--- src/rtl/alu_pkg.sv ---
// rtl/alu_pkg.sv - opcode and FSM state encodings shared by the multi-cycle ALU.
package alu_pkg;

  typedef enum logic [3:0] {
    OP_MUL = 4'd1,
    OP_ADD = 4'd2,
    OP_SUB = 4'd3,
    OP_OR  = 4'd4,
    OP_NOR = 4'd5,
    OP_SR  = 4'd6,
    OP_LW  = 4'd7,
    OP_SW  = 4'd8,
    OP_SLT = 4'd11,
    OP_SET = 4'd13,
    OP_SL  = 4'd14
  } op_e;

  typedef enum logic [1:0] {
    ST_IDLE    = 2'd0,
    ST_MUL_RUN = 2'd1,
    ST_OUT     = 2'd2
  } state_e;

  function automatic logic is_legal_op(input logic [3:0] op);
    case (op)
      OP_MUL, OP_ADD, OP_SUB, OP_OR, OP_NOR, OP_SR,
      OP_LW, OP_SW, OP_SLT, OP_SET, OP_SL: is_legal_op = 1'b1;
      default:                             is_legal_op = 1'b0;
    endcase
  endfunction

endpackage

--- src/rtl/alu_mul_iter.sv ---
// rtl/alu_mul_iter.sv - radix-2 shift-add multiplier, one partial product per cycle.
module alu_mul_iter #(
  parameter int D_WIDTH = 34
) (
  input  logic                   clk,
  input  logic                   rst,
  input  logic                   load,
  input  logic [D_WIDTH-1:0]     a,
  input  logic [D_WIDTH-1:0]     b,
  output logic                   busy,
  output logic                   done,
  output logic [2*D_WIDTH-1:0]   product
);

  localparam int CNT_W = $clog2(D_WIDTH);
  localparam logic [CNT_W-1:0] LAST = CNT_W'(D_WIDTH - 1);

  logic [2*D_WIDTH-1:0] mcand_q, mcand_d;
  logic [2*D_WIDTH-1:0] acc_q, acc_d;
  logic [D_WIDTH-1:0]   mplier_q, mplier_d;
  logic [CNT_W-1:0]     cnt_q, cnt_d;
  logic                 busy_q, busy_d;

  always_comb begin
    mcand_d  = mcand_q;
    acc_d    = acc_q;
    mplier_d = mplier_q;
    cnt_d    = cnt_q;
    busy_d   = busy_q;
    if (load) begin
      mcand_d  = {{D_WIDTH{1'b0}}, a};
      mplier_d = b;
      acc_d    = '0;
      cnt_d    = '0;
      busy_d   = 1'b1;
    end else if (busy_q) begin
      if (mplier_q[0]) acc_d = acc_q + mcand_q;
      mcand_d  = mcand_q << 1;
      mplier_d = mplier_q >> 1;
      cnt_d    = cnt_q + CNT_W'(1);
      if (cnt_q == LAST) busy_d = 1'b0;
    end
  end

  always_ff @(posedge clk) begin
    if (rst) begin
      mcand_q  <= '0;
      acc_q    <= '0;
      mplier_q <= '0;
      cnt_q    <= '0;
      busy_q   <= 1'b0;
    end else begin
      mcand_q  <= mcand_d;
      acc_q    <= acc_d;
      mplier_q <= mplier_d;
      cnt_q    <= cnt_d;
      busy_q   <= busy_d;
    end
  end

  // done marks the cycle whose edge performs the final iteration
  assign busy    = busy_q;
  assign done    = busy_q && (cnt_q == LAST);
  assign product = acc_q;

endmodule

--- src/rtl/alu_mc.sv ---
// rtl/alu_mc.sv - multi-cycle ALU: single-cycle ops plus iterative MUL behind start/ready/valid.
module alu_mc
  import alu_pkg::*;
#(
  parameter int D_WIDTH  = 34,
  parameter int C_WIDTH  = 4,
  parameter int SH_WIDTH = $clog2(D_WIDTH)
) (
  input  logic               clk,
  input  logic               rst,
  input  logic               start_i,
  input  logic [C_WIDTH-1:0] control_i,
  input  logic [D_WIDTH-1:0] input0_i,
  input  logic [D_WIDTH-1:0] input1_i,
  output logic               ready_o,
  output logic               valid_o,
  output logic [D_WIDTH-1:0] result_o,
  output logic               zero_o,
  output logic               equal_o,
  output logic               neg_o,
  output logic               ovf_o,
  output logic               illegal_o
);

  state_e state_q, state_d;
  logic [D_WIDTH-1:0] result_q, result_d;
  logic zero_q, zero_d, eq_q, eq_d, neg_q, neg_d, ovf_q, ovf_d, ill_q, ill_d;
  logic valid_q, valid_d, mul_eq_q, mul_eq_d;

  logic                   mul_load, mul_busy, mul_done;
  logic [2*D_WIDTH-1:0]   mul_product;
  logic [D_WIDTH-1:0]     alu_res;
  logic                   alu_ovf, accept, in_out, shift_oob, sa, sb;
  logic [SH_WIDTH-1:0]    sh_amt;

  alu_mul_iter #(.D_WIDTH(D_WIDTH)) u_mul (
    .clk     (clk),
    .rst     (rst),
    .load    (mul_load),
    .a       (input0_i),
    .b       (input1_i),
    .busy    (mul_busy),
    .done    (mul_done),
    .product (mul_product)
  );

  assign ready_o   = (state_q != ST_MUL_RUN);
  assign accept    = start_i & ready_o;
  assign in_out    = (state_q == ST_OUT);
  assign shift_oob = (input0_i >= D_WIDTH'(D_WIDTH));
  assign sh_amt    = input0_i[SH_WIDTH-1:0];
  assign sa        = input0_i[D_WIDTH-1];
  assign sb        = input1_i[D_WIDTH-1];

  always_comb begin
    alu_res = '0;
    alu_ovf = 1'b0;
    case (control_i)
      OP_ADD: begin
        alu_res = input0_i + input1_i;
        alu_ovf = (sa == sb) && (alu_res[D_WIDTH-1] != sa);
      end
      OP_SUB: begin
        alu_res = input0_i - input1_i;
        alu_ovf = (sa != sb) && (alu_res[D_WIDTH-1] != sa);
      end
      OP_LW, OP_SW: alu_res = input0_i + input1_i;
      OP_OR:        alu_res = input0_i | input1_i;
      OP_NOR:       alu_res = ~(input0_i | input1_i);
      OP_SR:        alu_res = shift_oob ? '0 : (input1_i >> sh_amt);
      OP_SL:        alu_res = shift_oob ? '0 : (input1_i << sh_amt);
      OP_SET:       alu_res = input1_i;
      OP_SLT:       alu_res = {{(D_WIDTH-1){1'b0}}, ($signed(input0_i) < $signed(input1_i))};
      default:      alu_res = '0;
    endcase
  end

  // During OUT the outputs come straight from the product register; the
  // same values are copied into the holding registers as OUT ends.
  always_comb begin
    state_d  = state_q;
    result_d = result_q;
    zero_d   = zero_q;
    eq_d     = eq_q;
    neg_d    = neg_q;
    ovf_d    = ovf_q;
    ill_d    = ill_q;
    mul_eq_d = mul_eq_q;
    valid_d  = 1'b0;
    mul_load = 1'b0;
    if (state_q == ST_MUL_RUN) begin
      if (mul_done || !mul_busy) state_d = ST_OUT;
    end else begin
      state_d = ST_IDLE;
      if (in_out) begin
        result_d = mul_product[D_WIDTH-1:0];
        zero_d   = (mul_product[D_WIDTH-1:0] == '0);
        neg_d    = mul_product[D_WIDTH-1];
        ovf_d    = |mul_product[2*D_WIDTH-1:D_WIDTH];
        eq_d     = mul_eq_q;
        ill_d    = 1'b0;
      end
      if (accept) begin
        if (control_i == OP_MUL) begin
          mul_load = 1'b1;
          mul_eq_d = (input0_i == input1_i);
          state_d  = ST_MUL_RUN;
        end else begin
          result_d = alu_res;
          zero_d   = (alu_res == '0);
          neg_d    = alu_res[D_WIDTH-1];
          ovf_d    = alu_ovf;
          eq_d     = (input0_i == input1_i);
          ill_d    = !is_legal_op(control_i);
          valid_d  = 1'b1;
        end
      end
    end
  end

  always_ff @(posedge clk) begin
    if (rst) begin
      state_q  <= ST_IDLE;
      result_q <= '0;
      zero_q   <= 1'b0;
      eq_q     <= 1'b0;
      neg_q    <= 1'b0;
      ovf_q    <= 1'b0;
      ill_q    <= 1'b0;
      mul_eq_q <= 1'b0;
      valid_q  <= 1'b0;
    end else begin
      state_q  <= state_d;
      result_q <= result_d;
      zero_q   <= zero_d;
      eq_q     <= eq_d;
      neg_q    <= neg_d;
      ovf_q    <= ovf_d;
      ill_q    <= ill_d;
      mul_eq_q <= mul_eq_d;
      valid_q  <= valid_d;
    end
  end

  assign valid_o   = valid_q | in_out;
  assign result_o  = in_out ? mul_product[D_WIDTH-1:0] : result_q;
  assign zero_o    = in_out ? (mul_product[D_WIDTH-1:0] == '0) : zero_q;
  assign neg_o     = in_out ? mul_product[D_WIDTH-1] : neg_q;
  assign ovf_o     = in_out ? (|mul_product[2*D_WIDTH-1:D_WIDTH]) : ovf_q;
  assign equal_o   = in_out ? mul_eq_q : eq_q;
  assign illegal_o = ~in_out & ill_q;

endmodule

--- config.mk ---
export PLATFORM = sky130hd
export DESIGN_NAME = alu_mc
export DESIGN_NICKNAME = d
export VERILOG_FILES = /design/src/rtl/alu_pkg.sv /design/src/rtl/alu_mul_iter.sv /design/src/rtl/alu_mc.sv
export SDC_FILE = /design/constraint.sdc
export NUM_CORES = 1
export LEC_CHECK = 0
export ABC_AREA = 1
export CORE_MARGIN = 2
export CORE_UTILIZATION = 30
export DETAILED_ROUTE_END_ITERATION = 12
export PLACE_DENSITY = 0.48
export SETUP_SLACK_MARGIN = 0.15
export SYNTH_ARGS = -nofsm -noshare
export SYNTH_HDL_FRONTEND = slang
export SYNTH_SLANG_ARGS = --single-unit
--- constraint.sdc ---
create_clock -name clk -period 4.6 [get_ports clk]
set_input_delay 1.38 -clock clk [delete_from_list [all_inputs] [get_ports clk]]
set_output_delay 1.38 -clock clk [all_outputs]
set_load 0.05 [all_outputs]
# After elaboration in Yosys (flattened, before gate mapping)
# Memory sizes are Yosys's and may differ from the RTL's.
# Cells that the tools add are included.
# op_classes
addsub,4
magnitude_cmp,2
n_eq_ne,21
shift,2
mux,40
bitwise_logic,8
reduce_logical,15
# ops
operator,count
$mux 34,9
$pmux 34 s8,1
$add 68x68->68,1
$logic_not 34->1,2
$add 34x34->34,1
$eq 34x34->1,1
$ge 34x6->1 const B,1
$lt 34x34->1,1
$not 34->34,1
$or 34x34->34,1
$reduce_or 34->1,1
$shl 34x6->34,1
$shr 34x6->34,1
$sub 34x34->34,1
$mux 1,27
$eq 4x3->1 const B,4
$eq 4x4->1 const B,4
$eq 4x2->1 const B,2
$add 6x1->6 const B,1
$eq 6x6->1 const B,1
$reduce_or 3->1,2
$eq 4x1->1 const B,1
$mux 2,2
$ne 2x1->1 const B,2
15 further kinds,23
# totals
register_bits,220
rom_bits,16
output_inout_bits,41
elab_cells,108
memories,1
# mem_list
memory,words,width,read_ports,rd_clocked_by_memory_dff,write_ports,line_no,rtl
(no name shown),16,1,1,0,0,alu_pkg.sv:25,case (op)

# Logic depth before layout (Yosys ltp)
# depth
depth_word,7
depth_mapped,25
mapped_depth_nobuf,23

# By module
# A second synthesis with hierarchy kept.
# unflattened
cells_unflattened,4720
area_unflattened_um2,25823.5
# by_module_without_submodules
mod,n_inst,cells_each,area_per_inst_um2,seq_area_each_um2
alu_mul_iter,1,2183,12962.4,3543.4
alu_mc,1,2537,12861.1,860.8

# Worst setup path before layout
# No wires, ideal clock.
# synth_timing
path_kind,in2reg
from,in input0_i[2]
to,reg zero_q
arrival_ns,3.740
required_ns,4.527
setup_slack_ns,0.787
path_stages,24
path_buffers,4
path_cell_list,buf_2 inv_1 buf_4 buf_2 ha_1 buf_2 inv_1 nand2_1 nand2_1 nand2_1 nand3b_1 nand2_1 nand2_1 nand2_1 nand2_1 xor2_1 nor2_1 nor2_1 nand3_1 nor2_1 nand2_1 nor2_1 nand2_1 a21oi_1
# synth_via
elab_chain_cells,6
# synth_rtl
element,line_no,rtl
from (decl),alu_mc.sv:13,"input logic [D_WIDTH-1:0] input0_i,"
$ge 34x6->1 (tied with other cells),alu_mc.sv:50,assign shift_oob = (input0_i >= D_WIDTH'(D_WIDTH));
$mux 34 (tied with other cells),alu_mc.sv:71,OP_SL: alu_res = shift_oob ? '0 : (input1_i << sh_amt);
$pmux 34 s8 (*),alu_mc.sv:58,case (control_i)
$logic_not 34->1 (*),alu_mc.sv:110,zero_d = (alu_res == '0);
$mux 1 (*),alu_mc.sv:104,if (control_i == OP_MUL) begin
$mux 1 (*),alu_mc.sv:103,if (accept) begin
to (signal assigned),alu_mc.sv:135,zero_q <= zero_d;
to (decl),alu_mc.sv:27,"logic zero_q, zero_d, eq_q, eq_d, neg_q, neg_d, ovf_q, ovf_d, ill_q, ill_d;"
# Mark *: on every way between the ends. The rest lies on a longest branch, timed or not.
# A chain may end at the register's enable or synchronous reset.

# Worst setup path after layout
# layout_timing
from,reg state_q[0]
to,out result_o[15]
# layout_via
elab_chain_cells,2
# layout_rtl
element,line_no,rtl
from (decl),alu_mc.sv:25,"state_e state_q, state_d;"
from (signal assigned),alu_mc.sv:133,state_q <= state_d;
$eq 2x2->1,alu_mc.sv:49,assign in_out = (state_q == ST_OUT);
$mux 34,alu_mc.sv:146,assign result_o = in_out ? mul_product[D_WIDTH-1:0] : result_q;
to (decl),alu_mc.sv:17,"output logic [D_WIDTH-1:0] result_o,"
# No other way between the ends.

==> impl_metrics.csv <==
group,metric,value,unit
run_status,run_status,"completed",
hold_path,worstHoldStart,"neg_q",
layout,most_common_cell_after_layout_fill_and_taps_aside,"sky130_fd_sc_hd__nand2_1",
layout,layout.cell_area.non_filler,0.03006,sq mm
run,cap_violations,0,
clock_network,cts-root-to-sink-buffers,3,
worst_setup_path,setup.worst_path.start_class,"register",
worst_setup_path,slowest_stage,"sky130_fd_sc_hd__o21ai_0",
clock_network,cts_num_sinks,220,
layout,flow.area_growth_from_synthesis,25.92,%
clock_network,cts-htree-levels,1,
power_and_ir_drop,vdd.ir_drop.worst,0.3031,mV
global_routing,grt_pass1_vias,27910,
layout,mostFrequentLayoutCells,"sky130_fd_sc_hd__nand2_1, sky130_fd_sc_hd__inv_1, sky130_fd_sc_hd__nand3_1",
logic_synthesis,post_synth_num_cell_types,64,
floorplanning,die_w,286.1,um
sta,period_needed,4521,ps
logic_synthesis,netlist_area,0.02387,sq mm
worst_setup_path,critical_path.startpoint,"state_q[0]",
logic_synthesis,synth_fp_nets,4389,
route,remaining_drc_errors,0,
clock_network,post_cts_hold_fix_bufs,0,
sta,setup-violations-final,0,
worst_setup_path,worstSetupPathType,"register to output pin",
logic_synthesis,yosysWarnings,0,
worst_setup_path,critPathMaxFanout,20,
layout,post_layout_nonfiller_instances,5622,
power_and_ir_drop,power-per-cell-area,223.4,mW/mm^2
clock_network,post-cts-setup-buffers,0,
worst_setup_path,worst_path_most_repeated_cell,"sky130_fd_sc_hd__inv_1",
sta,final.setup_skew,30.78,ps
route,vias,29940,
clock_network,cts_tree,"yes",
place,gp_routability_congestion,1.031,
place,placedInstanceArea,0.02901,sq mm
route,drt_iter0_drc,3465,
worst_setup_path,r2r_start,"u_mul.product[0]",
power_and_ir_drop,static_leakage,14.68,nW
worst_setup_path,end_kind,"output pin",
global_routing,grt_first_pass_wirelength,190.4,mm
global_routing,initial_antenna_violation_count,7,
global_routing,grt_max_degree,109,
clock_network,cts.root.buffer_cell,"sky130_fd_sc_hd__clkbuf_16",
sta,hold_viol,0,
sta,unrepaired_setup_endpoints_after_global_routing,"yes",
floorplanning,initial_util,30.27,%
route,post_route_ant_nets,0,
sta,worst-slew-pin-transition,1165,ps
sta,timing.max_slew.rel_slack,21.48,%
layout,final_layout_size_suffix_gt1_share,11.84,%
layout,fin_util,38.11,%
logic_synthesis,synth_sequential_area_ratio,18.45,%
clock_network,cts_buffers,29,
logic_synthesis,synth.avg_cell_area,5.771,sq um
global_routing,grt-ovfl-total,0,
logic_synthesis,flip_flop_and_latch_count_after_synthesis,220,
floorplanning,placement_rows,103,
floorplanning,fp.dieArea,0.08185,sq mm
worst_setup_path,path_cells,"inv_1 -> nand2_2 -> o21ai_0 -> inv_1 -> clkdlybuf4s50_1",
route,detail_route.vias_per_cell,5.325,
floorplanning,die_height,286.1,um
place,port_buffers,115,
worst_setup_path,worst_ep_required_time,3220,ps
worst_setup_path,critical_path_at,3140,ps
sta,hold_ws,471.0,ps
worst_setup_path,critical_path.max_stage_delay,1020,ps
logic_synthesis,synthesis.instances,4137,
clock_network,clk-insertion-delay-late,630,ps
hold_path,hp-class,"register to register",
sta,slew_violations,0,
route,routed_wirelength,131.6,mm
sta,layout_worst_path_cycle_share,98.27,%
floorplanning,placeable_area,0.07887,sq mm
global_routing,grt_usage,31.25,%
floorplanning,top_level_pins,116,
sta,max_freq,0.2212,GHz
clock_network,clk_pin_slew,60,ps
layout,nNetsFinal,4800,
layout,fillCellCount,8936,
place,dp_hpwl,109.2,mm
route,drt_first_pass_iters,6,
place,instance_count_after_placement_with_tap_cells_included,5567,
route,avgRoutedWirePerCell,23.40,um
## kinds of logic after synthesis
logic type	Yosys count	synth area share (%)
AOI/OAI and AO/OA	779	18.72
xor gates and xnor gates	54	1.981
adders and majority gates	177	9.371
buffers and inverters	716	11.83
DFF	220	18.45
muxes	33	1.384
and+or+nand+nor	2158	38.27
## layout make-up
| type | instances | area (sq um) | area share, % |
|---|---|---|---|
| antenna | 1 | 2.502 | 0.008325 |
| multi-input combinational | 3201 | 16670 | 55.46 |
| inverter | 544 | 2047 | 6.810 |
| clock inverter | 14 | 178.9 | 0.5952 |
| clock buffer | 40 | 847.1 | 2.818 |
| tap | 1050 | 1314 | 4.370 |
| timing repair buffer | 552 | 4592 | 15.28 |
| sequential | 220 | 4408 | 14.66 |
## state kept, by name (all words and copies together), names as in the netlist, 2 cells and up
signal	count
result_q	34
state_q	2
u_mul.mcand_q	68
u_mul.mplier_q	34
u_mul.cnt_q	6
u_mul.product	68
## critical path: cells and delay by family, from the launching register on
kind,cells,cell delay (ps)
AOI/OAI and AO/OA,1,1020
buffers and inverters,3,920
DFF,1,300
and+or+nand+nor,1,280
## cells in the mapped netlist (all sizes together)
cell type     n  share of area, %
nand4        50               1.3
a211oi       13              0.41
nor3         42              0.92
ha          174               9.1
xnor2        17              0.62
o221ai        6              0.22
nor4         17              0.45
o21bai       20              0.63
and3          5              0.13
xor2         37               1.4
o311ai        2             0.073
mux2i        33               1.4
fa            3              0.25
a22oi         3             0.094
nand2      1017                16
o31ai         1             0.031
inv         538               8.5
o21a         20              0.63
a32o          1             0.042
buf          81               1.8
nor3b         3             0.094
and2         10              0.26
nand3b        5              0.16
o2111ai       3              0.11
clkbuf       91               1.5
nand3       522                11
or2           5              0.13
a31oi        52               1.4
o22ai        53               1.4
o211ai       34               1.1
a21boi        5              0.17
dfxtp       220                18
a21oi       317               6.7
a31o          1             0.037
a221oi       14              0.59
nor2        482               7.8
a21o         18              0.57
o41ai         1             0.037
o21ai       215               4.5
clkinv        6             0.094
## path summary, 6_finish.rpt
path | to | slack [ps] | cells past startpoint
worst min-delay path | neg_q | 470 | 2
worst max register to register | u_mul.product[62] | 870 | 19
worst max-delay path | result_o[15] | 80 | 5
worst min register to register | neg_q | 470 | 2
## stage by stage
stage                     power [mW]  setup WS, ps  TNS, ps
after floorplan                3.074         787.1        0
after global placement         4.231        -374.8   -374.8
after detailed placement       4.213        -301.6   -301.6
after CTS                      6.714         151.1        0
after global routing           6.976         138.1        0
final                          6.715         79.41        0
## where the power goes
part           switching [mW]  internal [mW]  total (mW)
Combinational            1.49          0.801        2.29
Sequential             0.0152           1.94        1.96
Clock                    1.01           1.46        2.47
## routing by layer
| layer | GRT usage, % | vias to the layer above | wire (um) |
|---|---|---|---|
| met2 | 44.38 | 1293 | 51710 |
| met4 | 10.33 | 2 | 5151 |
| met5 | 0 | - | 13 |
| li1 | - | 14480 | - |
| met3 | 6.017 | 180 | 12180 |
| met1 | 46.55 | 13980 | 62520 |
## timing repair
action	4_1_cts	5_1_grt
gates resized for setup	4	11
cloned	0	0
endpoints found under the setup margin	4	10
Note: power is estimated with default switching activity, not from simulation.
